### config.mk
export PLATFORM = sky130hd
export DESIGN_NAME = memex_lsu
export DESIGN_NICKNAME = d
export VERILOG_FILES = /design/src/rtl/memex_lsu.sv
export SDC_FILE = /design/constraint.sdc
export NUM_CORES = 1
export LEC_CHECK = 0
export ABC_AREA = 1
export ABC_CLOCK_PERIOD_IN_PS = 1700
export BUFFER_PORTS_ARGS = -buffer_cell sky130_fd_sc_hd__buf_2
export CAP_MARGIN = 20
export CELL_PAD_IN_SITES_DETAIL_PLACEMENT = 0
export CELL_PAD_IN_SITES_GLOBAL_PLACEMENT = 1
export CORE_ASPECT_RATIO = 0.8
export CORE_MARGIN = 5
export CORE_UTILIZATION = 32
export CTS_BUF_LIST = sky130_fd_sc_hd__clkbuf_4 sky130_fd_sc_hd__clkbuf_8 sky130_fd_sc_hd__clkbuf_16
export DETAILED_ROUTE_END_ITERATION = 16
export GPL_TIMING_DRIVEN = 0
export PLACE_DENSITY = 0.86
export RECOVER_POWER = 100
export SLEW_MARGIN = 15
export SYNTH_ARGS = -nofsm -noshare
export SYNTH_HDL_FRONTEND = slang
export SYNTH_SLANG_ARGS = --single-unit
### constraint.sdc
create_clock -name clk -period 1.7 [get_ports clk]
set_clock_uncertainty 0.1 [all_clocks]
set_input_delay 0.34 -clock clk [delete_from_list [all_inputs] [get_ports clk]]
set_output_delay 0.34 -clock clk [all_outputs]
set_load 0.01 [all_outputs]
### src/rtl/memex_lsu.sv
// Memory/execute-result stage: ALU pass-through plus single-outstanding load/store
// over a req/ack bus, with lane steering, load extension and misalignment faults.
module memex_lsu (
   input  logic        clk,
   input  logic        rst,
   input  logic        valid_EX,
   input  logic        mem_read_EX,
   input  logic        mem_write_EX,
   input  logic [2:0]  funct3_EX,
   input  logic [3:0]  rd_EX,
   input  logic [31:0] alu_result_EX,
   input  logic [31:0] store_data_EX,
   input  logic        regfile_we_EX,
   output logic [3:0]  rd_MEMEX,
   output logic [31:0] alu_result_MEMEX,
   output logic        regfile_we_MEMEX,
   output logic        invalid_MEMEX,
   output logic        stall,
   output logic        mem_fault,
   output logic        mem_req,
   output logic        mem_we,
   output logic [31:0] mem_addr,
   output logic [3:0]  mem_be,
   output logic [31:0] mem_wdata,
   input  logic        mem_ack,
   input  logic [31:0] mem_rdata
);

   typedef enum logic [1:0] {StIdle, StReq, StDone} state_e;

   state_e      state_q, state_d;
   logic        mem_req_q, mem_req_d;
   logic        mem_we_q, mem_we_d;
   logic [31:0] mem_addr_q, mem_addr_d;
   logic [3:0]  mem_be_q, mem_be_d;
   logic [31:0] mem_wdata_q, mem_wdata_d;
   logic [31:0] load_q, load_d;

   logic        is_mem, misaligned, f3_ok, fault;
   logic [1:0]  addr_lo;
   logic [3:0]  be_steer;
   logic [31:0] wdata_steer;
   logic [7:0]  rd_byte;
   logic [15:0] rd_half;
   logic [31:0] load_ext;

   assign addr_lo = alu_result_EX[1:0];
   assign is_mem  = valid_EX & (mem_read_EX | mem_write_EX);

   always_comb begin
      misaligned = ((funct3_EX[1:0] == 2'b01) & addr_lo[0]) |
                   ((funct3_EX[1:0] == 2'b10) & (addr_lo != 2'b00));
      if (mem_read_EX) f3_ok = funct3_EX inside {3'b000, 3'b001, 3'b010, 3'b100, 3'b101};
      else             f3_ok = funct3_EX inside {3'b000, 3'b001, 3'b010};
      fault = is_mem & ((mem_read_EX & mem_write_EX) | !f3_ok | misaligned);
   end

   // Lane steering is shared by loads and stores; only the width bits matter.
   always_comb begin
      case (funct3_EX[1:0])
         2'b00: begin
            be_steer    = 4'b0001 << addr_lo;
            wdata_steer = {4{store_data_EX[7:0]}};
         end
         2'b01: begin
            be_steer    = addr_lo[1] ? 4'b1100 : 4'b0011;
            wdata_steer = {2{store_data_EX[15:0]}};
         end
         default: begin
            be_steer    = 4'b1111;
            wdata_steer = store_data_EX;
         end
      endcase
   end

   always_comb begin
      case (addr_lo)
         2'b00:   rd_byte = mem_rdata[7:0];
         2'b01:   rd_byte = mem_rdata[15:8];
         2'b10:   rd_byte = mem_rdata[23:16];
         default: rd_byte = mem_rdata[31:24];
      endcase
      rd_half = addr_lo[1] ? mem_rdata[31:16] : mem_rdata[15:0];
      case (funct3_EX)
         3'b000:  load_ext = {{24{rd_byte[7]}}, rd_byte};
         3'b100:  load_ext = {24'h0, rd_byte};
         3'b001:  load_ext = {{16{rd_half[15]}}, rd_half};
         3'b101:  load_ext = {16'h0, rd_half};
         default: load_ext = mem_rdata;
      endcase
   end

   assign rd_MEMEX = rd_EX;

   always_comb begin
      state_d          = state_q;
      mem_req_d        = mem_req_q;
      mem_we_d         = mem_we_q;
      mem_addr_d       = mem_addr_q;
      mem_be_d         = mem_be_q;
      mem_wdata_d      = mem_wdata_q;
      load_d           = load_q;
      alu_result_MEMEX = alu_result_EX;
      regfile_we_MEMEX = regfile_we_EX & valid_EX & !mem_write_EX;
      invalid_MEMEX    = !valid_EX;
      stall            = 1'b0;
      mem_fault        = 1'b0;
      // In reset the stage is a pure pass-through regardless of the held state.
      if (!rst) begin
         case (state_q)
            StIdle: begin
               if (fault) begin
                  mem_fault        = 1'b1;
                  invalid_MEMEX    = 1'b1;
                  regfile_we_MEMEX = 1'b0;
               end else if (is_mem) begin
                  stall       = 1'b1;
                  state_d     = StReq;
                  mem_req_d   = 1'b1;
                  mem_we_d    = mem_write_EX;
                  mem_addr_d  = {alu_result_EX[31:2], 2'b00};
                  mem_be_d    = be_steer;
                  mem_wdata_d = mem_write_EX ? wdata_steer : 32'h0;
               end
            end
            StReq: begin
               stall = 1'b1;
               if (mem_ack) begin
                  load_d    = load_ext;
                  mem_req_d = 1'b0;
                  state_d   = StDone;
               end
            end
            StDone: begin
               if (mem_read_EX) alu_result_MEMEX = load_q;
               regfile_we_MEMEX = mem_read_EX ? regfile_we_EX : 1'b0;
               invalid_MEMEX    = 1'b0;
               state_d          = StIdle;
            end
            default: state_d = StIdle;
         endcase
      end
   end

   always_ff @(posedge clk) begin
      if (rst) begin
         state_q     <= StIdle;
         mem_req_q   <= 1'b0;
         mem_we_q    <= 1'b0;
         mem_addr_q  <= 32'h0;
         mem_be_q    <= 4'h0;
         mem_wdata_q <= 32'h0;
         load_q      <= 32'h0;
      end else begin
         state_q     <= state_d;
         mem_req_q   <= mem_req_d;
         mem_we_q    <= mem_we_d;
         mem_addr_q  <= mem_addr_d;
         mem_be_q    <= mem_be_d;
         mem_wdata_q <= mem_wdata_d;
         load_q      <= load_d;
      end
   end

   assign mem_req   = mem_req_q;
   assign mem_we    = mem_we_q;
   assign mem_addr  = mem_addr_q;
   assign mem_be    = mem_be_q;
   assign mem_wdata = mem_wdata_q;

endmodule

==> results.sh <==
export IMPL_status="finished, violations left"
export IMPL_path_clk_slew_ns=0.08
export IMPL_dr_pass1_iters=6
export IMPL_leakage_nw=3.47
export IMPL_slew_violations=0
export IMPL_port_buffers=212
export IMPL_worst_pin_slew_ns=0.685
export IMPL_grt_max_degree=19
export IMPL_worstSetupEndpointType="output pin"
export IMPL_seq_area_um2=2040
export IMPL_layout_commonest_cell="nand2_1"
export IMPL_vdd_ir_drop_max_mv=0.607
export IMPL_dieArea_um2=19200
export IMPL_hpwl_um=15900
export IMPL_drtIter0Drc=375
export IMPL_timing_fmax_mhz=476
export IMPL_hold_path_depth=3
export IMPL_ys_ff_latch=102
export IMPL_layout_setup_ws_ns=-0.399
export IMPL_wl_um=21200
export IMPL_critPathKind="reg2out"
export IMPL_syn_avg_cell_area_um2=6.56
export IMPL_path_cells="inv_2, nand2_4, nor2_4, nand2_4, buf_12, clkbuf_16, o21ai_4, buf_6"
export IMPL_async_reset_ff_frac=0
export IMPL_grt_overflow_total=0
export IMPL_min_to="mem_addr[17]$_SDFFE_PP0P_"
export IMPL_netlist_instances=804
export IMPL_clkLatencyLatePin_ns=0.36
export IMPL_ioPinCount=220
export IMPL_finalSetupViolations=137
export IMPL_stdcell_count=1279
export IMPL_maxCapViolCount=0
export IMPL_r2r_start="state_q[0]$_SDFFE_PP0P_"
export IMPL_hold_violations=0
export IMPL_cp_common_cell="nand2_4"
export IMPL_synth_area_um2=5270
export IMPL_wl_per_cell_um=16.6
export IMPL_ys_seq_area_frac=0.387
export IMPL_r2r_setup_slack_ns=-0.28
export IMPL_slowest_stage="dfxtp_2"
export IMPL_drt_vias_per_instance=4.75
export IMPL_antenna_found_initial=2
export IMPL_cp_top_family="buffers and inverters"
export IMPL_final_nets=1163
export IMPL_violations="setup timing"
export IMPL_gp_congestion=0.973
export IMPL_slowest_delay_ns=0.32
export IMPL_p_per_area_nw_per_um2=769
export IMPL_rsz0062_at_grt="yes"
export IMPL_core_region_area_um2=16300
export IMPL_grt_pass1_wl_um=30000
export IMPL_rows=42
export IMPL_final_util=0.473
export IMPL_r2r_cells=13
export IMPL_cts_inserted_buffers=9
export IMPL_fillers=1794
export IMPL_track_usage=0.200
export IMPL_cts_sinks=102
export IMPL_synth_ff_type="dfxtp_1"
export IMPL_drive_above_1_share=0.290
export IMPL_htree_num_levels=3
export IMPL_crit_path_start_kind="register"
export IMPL_die_h_um=125
export IMPL_cp_num_buf_inv=4
export IMPL_route_detailed_drc=0
export IMPL_synth_edf_count=0
export IMPL_synth_distinct_cells=33
export IMPL_cts_tree="done"
export IMPL_path_max_fanout=6
export IMPL_dp_cells=1237
export IMPL_post_route_period_util=1.23
export IMPL_cts_path_max_buffers=2
export IMPL_min_from="alu_result_EX[17]"
export IMPL_cp_data_arrival_time_ns=1.66
export IMPL_area_growth_pct=46.5
export IMPL_max_slew_margin=0.544
export IMPL_cp_data_required_time_ns=1.26
export IMPL_vias=6075
export IMPL_ant_nets=0
export IMPL_clockRootBuffer="clkbuf_16"
export IMPL_first_global_vias=5395
export IMPL_min_path_type="in2reg"
export IMPL_initial_core_util=0.323
export IMPL_die_w_um=154
export IMPL_multi_input_area_um2=2780
export IMPL_final_cell_mix="nand2_1 (253), buf_2 (135), dfxtp_1 (100)"
export IMPL_yosys_warnings=0
export IMPL_final_min_clock_period_ns=2.10
export IMPL_r2r_end="mem_wdata[13]$_SDFFE_PP0P_"
## registers in the layout (all words and copies together), names as in the netlist
register and flops:
state_q 2, mem_req 1, mem_addr 30, load_q 32, mem_be 4, mem_we 1, mem_wdata 32
## synthesized netlist by cell type, types with 2 or more instances
master / number / area [um2]
buf_4: 7 / 52.6
nor2_1: 42 / 158
o21ai_0: 65 / 325
nand4_1: 3 / 18.8
nor2_2: 3 / 18.8
mux2_2: 6 / 67.6
o21ai_1: 4 / 20.0
dfxtp_1: 102 / 2040
nor3_1: 10 / 50.1
nand3_1: 12 / 60.1
nor2_4: 2 / 22.5
a211oi_1: 8 / 60.1
buf_6: 17 / 191
clkbuf_1: 23 / 86.3
inv_1: 84 / 315
a21oi_1: 108 / 541
nand2_1: 277 / 1040
a31oi_1: 6 / 37.5
buf_2: 9 / 45.0
nor3_2: 3 / 30.0
## worst max path at each step
stage / start / endpoint / slack, ns / cells after the start
2_1_floorplan: rst / alu_result_MEMEX[22] / -0.03 / 7
3_3_place_gp: rst / alu_result_MEMEX[1] / -0.45 / 9
3_5_place_dp: rst / alu_result_MEMEX[1] / -0.44 / 9
4_1_cts: state_q[0]$_SDFFE_PP0P_ / alu_result_MEMEX[31] / -0.40 / 8
5_1_grt: state_q[0]$_SDFFE_PP0P_ / alu_result_MEMEX[8] / -0.48 / 8
6_report: state_q[0]$_SDFFE_PP0P_ / alu_result_MEMEX[1] / -0.40 / 8
## cell families (layout without fill, tap and decap cells)
logic type | count (synthesis) | count (layout) | synth area share
AOI/OAI and AO/OA | 193 | 193 | 0.189
buffers and inverters | 145 | 398 | 0.135
DFF | 102 | 102 | 0.387
muxes | 6 | 6 | 0.0128
other | 1 | 3 | 0.000711
and+or+nand+nor | 357 | 357 | 0.275
## layer usage
| layer | global-route usage | up-vias | part of all wire |
|---|---|---|---|
| met1 | 0.278 | 2796 | 0.47 |
| met2 | 0.304 | 215 | 0.45 |
| met3 | 0.0597 | 18 | 0.074 |
| met4 | 0.0447 | 2 | 0.011 |
| met5 | 0 | - | 0.00061 |
| li1 | - | 3044 | - |
## through the flow
stage / setup WS [ns] / hold WS [ns] / power, mW / setup TNS [ns] / area (um2)
finish: -0.399 / 0.123 / 5.94 / -31.32 / 7720
global route: -0.483 / 0.116 / 6.18 / -43.39 / 7720
CTS: -0.396 / 0.115 / 5.87 / -15.70 / 7210
detailed placement: -0.443 / 0.351 / 3.46 / -19.73 / 6680
global placement: -0.449 / 0.347 / 3.46 / -18.98 / 6680
floorplan: -0.0315 / 0.383 / 3.06 / -0.323 / 5340
## where the power goes
part	leakage, nW	total [mW]	switching, mW	internal [mW]
clock	0.166	2.37	1.01	1.36
sequential	0.827	2.50	0.0360	2.46
combinational	2.47	1.07	0.628	0.446
## area by class of cell
| type | count | area share |
|---|---|---|
| multi-input combinational | 558 | 0.360 |
| sequential | 102 | 0.265 |
| timing repair buffer | 239 | 0.191 |
| buffer | 55 | 0.0609 |
| inverter | 88 | 0.0432 |
| tap | 220 | 0.0356 |
| clock buffer | 10 | 0.0309 |
| clock inverter | 6 | 0.0126 |
| antenna | 1 | 0.000324 |
## worst min-delay path, delay by kind of cell
kind | cells | cell delay (ns)
AOI/OAI and AO/OA | 1 | 0.05
buffers and inverters | 1 | 0.10
and+or+nand+nor | 1 | 0.05
## timing repair
item | CTS | global route
setup endpoints to repair | 55 | 133
resized for setup | 54 | 102
pin swaps | 5 | 17
gates cloned | 0 | 10
setup buffers | 6 | 12
hold buffers | 0 | 0
No activity file was read; power rests on OpenSTA's default activity.
